<file path="config.mk">
export PLATFORM = sky130hd
export DESIGN_NAME = fibo_decode_flat
export DESIGN_NICKNAME = d
export VERILOG_FILES = /design/src/rtl/fibo_pkg.sv /design/src/rtl/fibo_decode_if.sv /design/src/rtl/fibo_weight_gen.sv /design/src/rtl/fibo_decode.sv /design/src/flat_wrapper.sv
export SDC_FILE = /design/constraint.sdc
export NUM_CORES = 1
export LEC_CHECK = 0
export CORE_MARGIN = 4
export CORE_UTILIZATION = 58
export CTS_BUF_LIST = sky130_fd_sc_hd__clkbuf_4 sky130_fd_sc_hd__clkbuf_8 sky130_fd_sc_hd__clkbuf_16
export DETAILED_ROUTE_END_ITERATION = 7
export PLACE_DENSITY = 0.8
export SETUP_SLACK_MARGIN = 0.5
export SLEW_MARGIN = 40
export SYNTH_ARGS = -nofsm -noshare
export SYNTH_HDL_FRONTEND = slang
export SYNTH_SLANG_ARGS = --single-unit
</file>
<file path="constraint.sdc">
create_clock -name clk -period 3.2 [get_ports clk]
set_clock_uncertainty 0.15 [all_clocks]
set_input_delay 0.64 -clock clk [delete_from_list [all_inputs] [get_ports clk]]
set_output_delay 0.64 -clock clk [all_outputs]
set_load 0.05 [all_outputs]
</file>
<file path="src/rtl/fibo_pkg.sv">
// ---------------------------------------------------------------------------
// fibo_pkg
// Shared definitions for the Fibonacci (Zeckendorf) codec blocks.
//   CODE_W_DEF / BIN_W_DEF : default codeword and binary widths
//   state_t                : decoder control states
//   fib(n)                 : Fibonacci number F(n), with F(1) = F(2) = 1
//   MAX_CANON              : largest value that has a canonical CODE_W_DEF-bit code
// ---------------------------------------------------------------------------
package fibo_pkg;

    localparam int CODE_W_DEF = 16;
    localparam int BIN_W_DEF  = 16;

    typedef enum logic [1:0] {
        IDLE = 2'd0,
        RUN  = 2'd1,
        DONE = 2'd2
    } state_t;

    // Iterative Fibonacci; usable as a constant function for widths and limits.
    function automatic int unsigned fib(input int n);
        int unsigned a;
        int unsigned b;
        int unsigned t;
        a = 0;
        b = 1;
        for (int i = 0; i < n; i++) begin
            t = a + b;
            a = b;
            b = t;
        end
        return a;
    endfunction

    localparam int unsigned MAX_CANON = fib(CODE_W_DEF + 2) - 1;

endpackage

</file>
<file path="src/rtl/fibo_decode_if.sv">
// ---------------------------------------------------------------------------
// fibo_decode_if
// Request/result bundle between a codeword producer and fibo_decode.
//   en_decode    : request, sampled by the decoder only while idle
//   in_code      : Fibonacci codeword, captured with an accepted request
//   ack_input    : one-cycle pulse, request accepted
//   busy         : decoder is working; requests are ignored
//   done_decode  : one-cycle pulse, out_binary / err_noncanon valid
//   out_binary   : decoded value, held until the next result
//   err_noncanon : codeword had adjacent ones, held like out_binary
// master = producer side, slave = decoder side.
// ---------------------------------------------------------------------------
interface fibo_decode_if #(
    parameter int CODE_W = 16,
    parameter int BIN_W  = 16
);
    logic              en_decode;
    logic [CODE_W-1:0] in_code;
    logic              ack_input;
    logic              busy;
    logic              done_decode;
    logic [BIN_W-1:0]  out_binary;
    logic              err_noncanon;

    modport master (
        output en_decode, in_code,
        input  ack_input, busy, done_decode, out_binary, err_noncanon
    );

    modport slave (
        input  en_decode, in_code,
        output ack_input, busy, done_decode, out_binary, err_noncanon
    );
endinterface

</file>
<file path="src/rtl/fibo_weight_gen.sv">
// ---------------------------------------------------------------------------
// fibo_weight_gen
// Generates consecutive Fibonacci weights on the fly.
//   clk, rst : clock, synchronous active-high reset (clears both weights)
//   init     : load (wa, wb) = (1, 2), the weights of code bits 0 and 1
//   step     : advance (wa, wb) <= (wb, wa + wb)
//   wa       : weight of the code bit currently being processed
//   wb       : weight of the next code bit
// init has priority over step.
// ---------------------------------------------------------------------------
module fibo_weight_gen #(
    parameter int W = 17
) (
    input  logic         clk,
    input  logic         rst,
    input  logic         init,
    input  logic         step,
    output logic [W-1:0] wa,
    output logic [W-1:0] wb
);

    always_ff @(posedge clk) begin
        if (rst) begin
            wa <= '0;
            wb <= '0;
        end else if (init) begin
            wa <= W'(1);
            wb <= W'(2);
        end else if (step) begin
            wa <= wb;
            wb <= wa + wb;
        end
    end

endmodule

</file>
<file path="src/rtl/fibo_decode.sv">
// ---------------------------------------------------------------------------
// fibo_decode
// Bit-serial Zeckendorf decoder: one code bit per clock, LSB first; bit i
// carries weight F(i+2). Result appears CODE_W+1 edges after the accepting
// edge; adjacent ones in the codeword raise err_noncanon, and the plain
// weighted sum is still returned.
//   clk  : system clock, rising edge
//   rst  : synchronous active-high reset; aborts a decode in progress
//   bus  : fibo_decode_if.slave (request, handshake and result)
// ---------------------------------------------------------------------------
module fibo_decode
    import fibo_pkg::*;
#(
    parameter int CODE_W = CODE_W_DEF,
    parameter int BIN_W  = BIN_W_DEF
) (
    input  logic           clk,
    input  logic           rst,
    fibo_decode_if.slave   bus
);

    localparam int                CNT_W    = $clog2(CODE_W);
    localparam logic [CNT_W-1:0] LAST_CNT = CNT_W'(CODE_W - 1);

    state_t            state;
    state_t            state_next;

    logic [CODE_W-1:0] sreg;
    logic [BIN_W:0]    acc;
    logic [CNT_W-1:0]  cnt;
    logic              prev_bit;
    logic              err;
    logic [BIN_W-1:0]  out_binary;
    logic              err_noncanon;

    logic [BIN_W:0]    wa;
    logic [BIN_W:0]    unused_wb;

    logic              accept;
    logic              running;
    logic              last_bit;
    logic              bit_now;
    logic [BIN_W:0]    acc_next;
    logic              err_next;
    logic              unused_acc_msb;

    assign accept   = (state == IDLE) && bus.en_decode;
    assign running  = (state == RUN);
    assign last_bit = running && (cnt == LAST_CNT);
    assign bit_now  = sreg[0];

    // Values after folding in the current bit; also what gets published on the last bit.
    assign acc_next       = acc + (bit_now ? wa : '0);
    assign err_next       = err | (bit_now & prev_bit);
    assign unused_acc_msb = acc_next[BIN_W];

    fibo_weight_gen #(
        .W (BIN_W + 1)
    ) u_weight_gen (
        .clk  (clk),
        .rst  (rst),
        .init (accept),
        .step (running),
        .wa   (wa),
        .wb   (unused_wb)
    );

    // State register
    always_ff @(posedge clk) begin
        if (rst) begin
            state <= IDLE;
        end else begin
            state <= state_next;
        end
    end

    // Next-state logic: requests are only looked at in IDLE, DONE lasts one cycle.
    always_comb begin
        state_next = state;
        case (state)
            IDLE: begin
                if (bus.en_decode) begin
                    state_next = RUN;
                end
            end
            RUN: begin
                if (cnt == LAST_CNT) begin
                    state_next = DONE;
                end
            end
            DONE: begin
                state_next = IDLE;
            end
            default: begin
                state_next = IDLE;
            end
        endcase
    end

    // Datapath: capture on accept, one bit per RUN cycle, publish on the last bit.
    always_ff @(posedge clk) begin
        if (rst) begin
            sreg         <= '0;
            acc          <= '0;
            cnt          <= '0;
            prev_bit     <= 1'b0;
            err          <= 1'b0;
            out_binary   <= '0;
            err_noncanon <= 1'b0;
        end else begin
            if (accept) begin
                sreg     <= bus.in_code;
                acc      <= '0;
                cnt      <= '0;
                prev_bit <= 1'b0;
                err      <= 1'b0;
            end else if (running) begin
                acc      <= acc_next;
                err      <= err_next;
                prev_bit <= bit_now;
                sreg     <= sreg >> 1;
                cnt      <= cnt + CNT_W'(1);
            end

            if (last_bit) begin
                out_binary   <= acc_next[BIN_W-1:0];
                err_noncanon <= err_next;
            end
        end
    end

    // cnt is still 0 only in the first RUN cycle, i.e. right after the accepting edge.
    assign bus.ack_input    = running && (cnt == '0);
    assign bus.busy         = (state != IDLE);
    assign bus.done_decode  = (state == DONE);
    assign bus.out_binary   = out_binary;
    assign bus.err_noncanon = err_noncanon;

endmodule

</file>
<file path="src/flat_wrapper.sv">
// flat-port wrapper written by rule: the top's interface ports become plain ports
module fibo_decode_flat import fibo_pkg::*;
#(
    parameter int CODE_W = CODE_W_DEF,
    parameter int BIN_W  = BIN_W_DEF
)
  (clk, rst, bus_en_decode, bus_in_code, bus_ack_input, bus_busy, bus_done_decode, bus_out_binary, bus_err_noncanon);
  fibo_decode_if #(.CODE_W(CODE_W), .BIN_W(BIN_W)) bus_i ();
  input  logic clk;
  input  logic rst;
  input wire logic [$bits(bus_i.en_decode)-1:0] bus_en_decode;
  input wire logic [$bits(bus_i.in_code)-1:0] bus_in_code;
  output wire logic [$bits(bus_i.ack_input)-1:0] bus_ack_input;
  output wire logic [$bits(bus_i.busy)-1:0] bus_busy;
  output wire logic [$bits(bus_i.done_decode)-1:0] bus_done_decode;
  output wire logic [$bits(bus_i.out_binary)-1:0] bus_out_binary;
  output wire logic [$bits(bus_i.err_noncanon)-1:0] bus_err_noncanon;
  assign bus_i.en_decode = bus_en_decode;
  assign bus_i.in_code = bus_in_code;
  assign bus_ack_input = bus_i.ack_input;
  assign bus_busy = bus_i.busy;
  assign bus_done_decode = bus_i.done_decode;
  assign bus_out_binary = bus_i.out_binary;
  assign bus_err_noncanon = bus_i.err_noncanon;
  fibo_decode #(.CODE_W(CODE_W), .BIN_W(BIN_W)) u_core (.clk(clk), .rst(rst), .bus(bus_i));
endmodule
</file>
==> results of run 1 <==
## worst paths after layout
| check | cells past startpoint | endpoint | slack (ns) |
|---|---|---|---|
| setup / recovery | 10 | u_core.acc[13] | 0.61 |
| hold / removal | 2 | u_core.bus.out_binary[1] | 0.31 |
| setup reg to reg | 10 | u_core.acc[13] | 0.61 |
| hold reg to reg | 2 | u_core.bus.out_binary[1] | 0.31 |
## cell families after synthesis
kind of cell / count (synthesis) / share of synthesized area
simple gates: 228 / 0.211
compound gates: 182 / 0.231
flops: 89 / 0.376
buf+inv: 45 / 0.0420
fa+ha+maj: 34 / 0.0930
xor+xnor: 23 / 0.0425
mux: 2 / 0.00423
## flip-flops by register name, summed over array words and instances, names as in the netlist
signal                   cells
u_core.sreg                 16
u_core.bus.err_noncanon      1
u_core.acc                  16
u_core.prev_bit              1
u_core.cnt                   4
u_core.bus.out_binary       16
u_core.err                   1
u_core.u_weight_gen.wa      16
u_core.state                 2
u_core.u_weight_gen.wb      16
## cell usage in the layout (no fill, tap or decap), types with 2 or more instances in the layout
cell type,instances
nand4_1,2
and3_1,2
nand3_1,13
a22oi_1,15
a31oi_1,3
a21oi_1,94
a32oi_1,2
clkbuf_8,9
xor2_1,10
clkdlybuf4s50_1,37
ha_1,31
nand2b_1,2
dfxtp_1,88
nand2_1,139
a311o_1,2
buf_4,11
o211ai_1,4
o21a_1,5
mux2i_1,2
inv_6,2
nor2b_1,3
and2_1,18
a21o_1,8
or3_1,2
bufinv_16,2
a21oi_2,3
nor2_1,30
o21ai_0,24
nor3_1,5
inv_1,11
a211oi_1,8
o31ai_1,3
xnor2_1,13
## power by group
part / internal, W / switching (W) / total (W)
registers: 0.00113 / 0.0000156 / 0.00114
clock network: 0.000442 / 0.000424 / 0.000866
logic: 0.0000631 / 0.000120 / 0.000183
## metal layers
layer | part of all wire | routed length [um]
met1 | 0.45 | 5030
met5 | 0 | 0
met3 | 0.056 | 627
met2 | 0.48 | 5360
met4 | 0.022 | 244
## cell usage after synthesis (2+ instances only)
cell type / count
a21o_1: 8
nor3_1: 5
buf_1: 4
o21ai_0: 24
nand2_1: 139
buf_6: 4
a31oi_1: 3
ha_1: 32
a2111oi_0: 2
xor2_1: 10
a22oi_1: 15
o211ai_1: 4
a311o_1: 2
nand4_1: 2
nand3_1: 13
clkbuf_1: 26
xnor2_1: 13
or3_1: 2
a211oi_1: 8
o31ai_1: 4
nand2b_1: 3
nor2b_1: 5
dfxtp_1: 89
nor2_1: 31
mux2i_1: 2
o21a_1: 5
a32oi_1: 2
fa_1: 2
nor4b_1: 2
and2_1: 18
a21oi_1: 96
inv_1: 11
and3_1: 2
## critical path, stage by stage, from the launching register on
cell and delay [ns]:
dfxtp_2 0.36, buf_4 0.17, and2_1 0.14, ha_2 0.38, nand2_1 0.11, o21a_1 0.22, o31a_1 0.18, o31ai_1 0.31
xor2_1 0.28, nand2_1 0.10, a21oi_1 0.15
## repair_timing
action,in CTS,in global routing
cloned,0,0
buffers inserted,1,1
hold buffers,0,0
endpoints found under the setup margin,4,15
pin swaps,1,7
resized for setup,2,7
## area by class of cell
class | count | share of cell area
clock buffers | 9 | 0.0228
repair buffers | 49 | 0.0854
well taps | 102 | 0.0235
flip-flops and latches | 89 | 0.328
inverters | 11 | 0.00759
multi-input cells | 469 | 0.516
clock inverters | 6 | 0.0168
## through the flow
| step | utilization | setup WS [ns] |
|---|---|---|
| floorplan | - | 0.523 |
| global placement | 0.660 | 0.510 |
| detailed placement | 0.660 | 0.440 |
| CTS | 0.690 | 0.542 |
| global route | 0.693 | 0.479 |
| finish | 0.693 | 0.614 |
==> impl_metrics.yaml, run 1 <==
yosys:
  synthDominantCellAreaShare: 0.376
  avgSynthCellArea_um2: 7.85
  ys.flop_type: "dfxtp_1"
  ys_seq_area_frac: 0.376
  ys_types: 48
  synthCells: 603
  ys_seq_elements: 89
  synth_top_area_cell: "dfxtp_1"
  syn-cell-area_mm2: 0.00473
  synth_edf_count: 0
  ys_warn_count: 0
  synthTopCellsByArea: "dfxtp_1 (38%), nand2_1 (11%), a21oi_1 (10%)"
  async_reset_ff_frac: 0
  synth_nets: 656
die:
  dieArea_mm2: 0.00967
  row_count: 32
  fp.coreArea_mm2: 0.00785
  die_y_um: 98.4
  die_w_um: 98.4
  ios: 39
  start_util: 0.603
route:
  viasPerCell: 5.87
  drt-total-wl_um: 11300
  wire_per_inst_um: 15.3
  drc: 0
  ant_nets: 0
  vias: 4311
  dr.pass1.iters: 5
  drt_iter0_drc: 293
clock_network:
  clockRootBuffer: "clkbuf_8"
  cts_made_buffers: 9
  clkSinkCount: 89
  worstSkewPairLatency_ns: 0.36
  cts.path.max_buffers: 2
  ctsHtreeMaxLevel: 3
  tritoncts: "built"
  path_clk_slew_ns: 0.09
sta:
  fin_crit_sh: 0.808
  max_slew_margin: 0.550
  period_minus_slack_ns: 2.59
  rsz0062_at_grt: "false"
  tightestPinTransition_ns: 0.673
  setup_viol: 0
  slew_violations: 0
  fmax_ghz: 0.387
  setup_tns_ns: 0
  hold_viol_final: 0
  whs_ns: 0.307
finish:
  nets: 682
  n_antenna_cell: 0
  stdcell_area_mm2: 0.00544
  seq_area_mm2: 0.00178
  area.growth.synth_to_final_pct: 14.8
  multi_input_area_mm2: 0.00281
  fillers: 641
  drive_gt1_frac: 0.0695
  final_cells: 735
worst_setup_path:
  crit_arrival_ns: 2.74
  startpoint: "u_core.sreg[0]"
  path_class: "flop to flop"
  cp-start-kind: "flop"
  crit_required_ns: 3.35
  reg2reg_from: "u_core.sreg[0]"
  crit_fanout: 12
  end_kind: "flop"
grt:
  grt_overflow: 0
  track_usage: 0.235
  grtUsageMet3: 0.0350
  grt_use_met2: 0.394
  grt_antenna_before_repair: 0
  busiest_layer: "met2"
  grt_pass1_wl_um: 18800
  grt_use_met1: 0.302
  grt_pass1_vias: 4084
  grt_max_degree: 43
outcome:
  status: "completed"
pwr:
  power_density_mw_per_mm2: 403
  p_total_w: 0.00219
  ir_drop_v: 0.000292
  leakagePower_nw: 2.09
placement:
  gp_congestion: 0.931
  place_area_mm2: 0.00518
  port_buffers: 38
  hpwlAfterDp_um: 7750
  dp.cells: 718
min_path:
  hp-class: "flop to flop"
  min-delay-start: "u_core.bus.out_binary[1]"
flow_run:
  max_cap_violations: 0
(Power assumes the default switching activity.)
==> inputs of run 2 (changes only) <==
==> constraint.sdc (replaced) <==
create_clock -name clk -period 2.7 [get_ports clk]
set_clock_uncertainty 0.15 [all_clocks]
set_input_delay 0.54 -clock clk [delete_from_list [all_inputs] [get_ports clk]]
set_output_delay 0.54 -clock clk [all_outputs]
set_load 0.05 [all_outputs]
==> run 2 against run 1 <==
Flip-flop and latch count stayed put. Global-route usage is 2.4 points higher. Sequential share of layout area is 3.1 points lower. Clock-buffer cell count stayed put. Via count is 4.9% higher. Total power is 22% higher. Fmax is 2.3% higher. Die area stayed put. Combinational power is 40% higher. Critical path depth is 1 higher. Cell count is 3.7% higher. Critical endpoint is now u_core.bus.out_binary[14]. Largest power group unchanged. Highest routed layer unchanged.
==> impl_metrics.yaml, run 2 (synthesis results as in run 1) <==
pwr:
  power_density_mw_per_mm2: 442
  p_total_w: 0.00267
  ir_drop_v: 0.000355
  leakagePower_nw: 2.34
clock_network:
  tritoncts: "built"
  path_clk_slew_ns: 0.09
  ctsHtreeMaxLevel: 3
  clockRootBuffer: "clkbuf_8"
  cts.path.max_buffers: 2
  worstSkewPairLatency_ns: 0.37
  cts_made_buffers: 9
  clkSinkCount: 89
  cts.hold.buffers_added: 0
worst_setup_path:
  crit_arrival_ns: 2.67
  crit_required_ns: 2.85
  path_class: "flop to flop"
  cp-start-kind: "flop"
  crit_fanout: 5
  end_kind: "flop"
die:
  die_y_um: 98.4
  start_util: 0.603
  dieArea_mm2: 0.00967
  fp.coreArea_mm2: 0.00785
  ios: 39
  die_w_um: 98.4
  row_count: 32
sta:
  period_minus_slack_ns: 2.53
  setup_tns_ns: 0
  worst_slack_ns: 0.172
  fmax_ghz: 0.396
  fin_crit_sh: 0.936
  slew_violations: 0
  tightestPinTransition_ns: 0.506
  rsz0062_at_grt: "true"
  hold_viol_final: 0
  setup_viol: 0
  max_slew_margin: 0.664
finish:
  area.growth.synth_to_final_pct: 27.7
  fillers: 569
  stdcell_area_mm2: 0.00605
  nets: 708
  final_common_cell: "nand2_1"
  final_cell_mix: "nand2_1 (137), a21oi_1 (83), dfxtp_1 (81)"
  drive_gt1_frac: 0.195
  n_antenna_cell: 0
route:
  drt_iter0_drc: 323
  dr.pass1.iters: 5
  drc: 0
  drt-total-wl_um: 12600
  vias: 4523
  wire_per_inst_um: 16.5
  ant_nets: 0
  viasPerCell: 5.94
placement:
  place_area_mm2: 0.00534
  hpwlAfterDp_um: 8090
  dp_slack_ns: 0.0902
  port_buffers: 38
  gp_congestion: 0.885
grt:
  grt_pass1_wl_um: 20800
  grt_pass1_vias: 4384
  grt_overflow: 0
  track_usage: 0.258
  grt_max_degree: 59
  grt_antenna_before_repair: 0
min_path:
  hp-class: "flop to flop"
flow_run:
  max_cap_violations: 0
outcome:
  status: "completed"
==> run 2: cell types whose count changed in the layout (fill, tap and decap cells not counted), sizes merged <==
cell,previous run,this run
buf,12,38
clkbuf,9,11
clkdlybuf4s50,37,18
clkinv,2,1
clkinvlp,0,1
dlygate4sd2,0,17
inv,13,14
==> run 2: power breakdown <==
group          switching [W]  internal (W)
Combinational       0.000156      0.000100
Clock               0.000527      0.000530
Sequential         0.0000195       0.00134
Total               0.000702       0.00197
==> run 2: timing repair <==
item	in CTS	in global routing
setup buffers	15	8
pin swaps	22	20
setup endpoints to repair	47	32
gates resized for setup	64	28
==> run 2: through the flow <==
stage / util / hold WS (ns) / std cells
2_1_floorplan: - / 0.282 / 603
3_3_place_gp: 0.681 / 0.286 / 723
3_5_place_dp: 0.681 / 0.297 / 723
4_1_cts: 0.750 / 0.307 / 754
5_1_grt: 0.770 / 0.333 / 762
6_report: 0.770 / 0.304 / 762
==> run 2: per-layer routing <==
layer / vias to the layer above / share of wire / GRT usage
met3: 25 / 0.055 / 0.0564
li1: 2204 / - / -
met2: 136 / 0.50 / 0.440
met5: - / 0 / 0
met1: 2158 / 0.43 / 0.330
met4: 0 / 0.015 / 0.0704
==> run 2: cell type report <==
cell class / count / area [um2] / area share
timing repair buffer: 75 / 664 / 0.110
multi-input combinational: 469 / 3200 / 0.529
tap: 102 / 128 / 0.0211
clock buffer: 9 / 124 / 0.0205
inverter: 11 / 41.3 / 0.00683
clock inverter: 7 / 98.8 / 0.0163
sequential: 89 / 1790 / 0.297
==> run 2: worst max-delay path, cell delays in order (launching register included) <==
cell and delay, ns:
dfxtp_4 0.37, and2_4 0.14, ha_4 0.16, fa_2 0.35
a21o_1 0.22, a221oi_4 0.28, buf_4 0.18, o2111ai_1 0.13
nand2_1 0.10, xnor2_1 0.17, nand2_1 0.10, a21oi_1 0.12
==> run 2: path summary, 6_finish.rpt <==
kind / endpoint / start / slack [ns] / depth (start not counted)
max: u_core.bus.out_binary[14] / u_core.sreg[0] / 0.17 / 11
min: u_core.bus.out_binary[4] / u_core.bus.out_binary[4] / 0.30 / 2
max reg2reg: u_core.bus.out_binary[14] / u_core.sreg[0] / 0.17 / 11
min reg2reg: u_core.bus.out_binary[4] / u_core.bus.out_binary[4] / 0.30 / 2
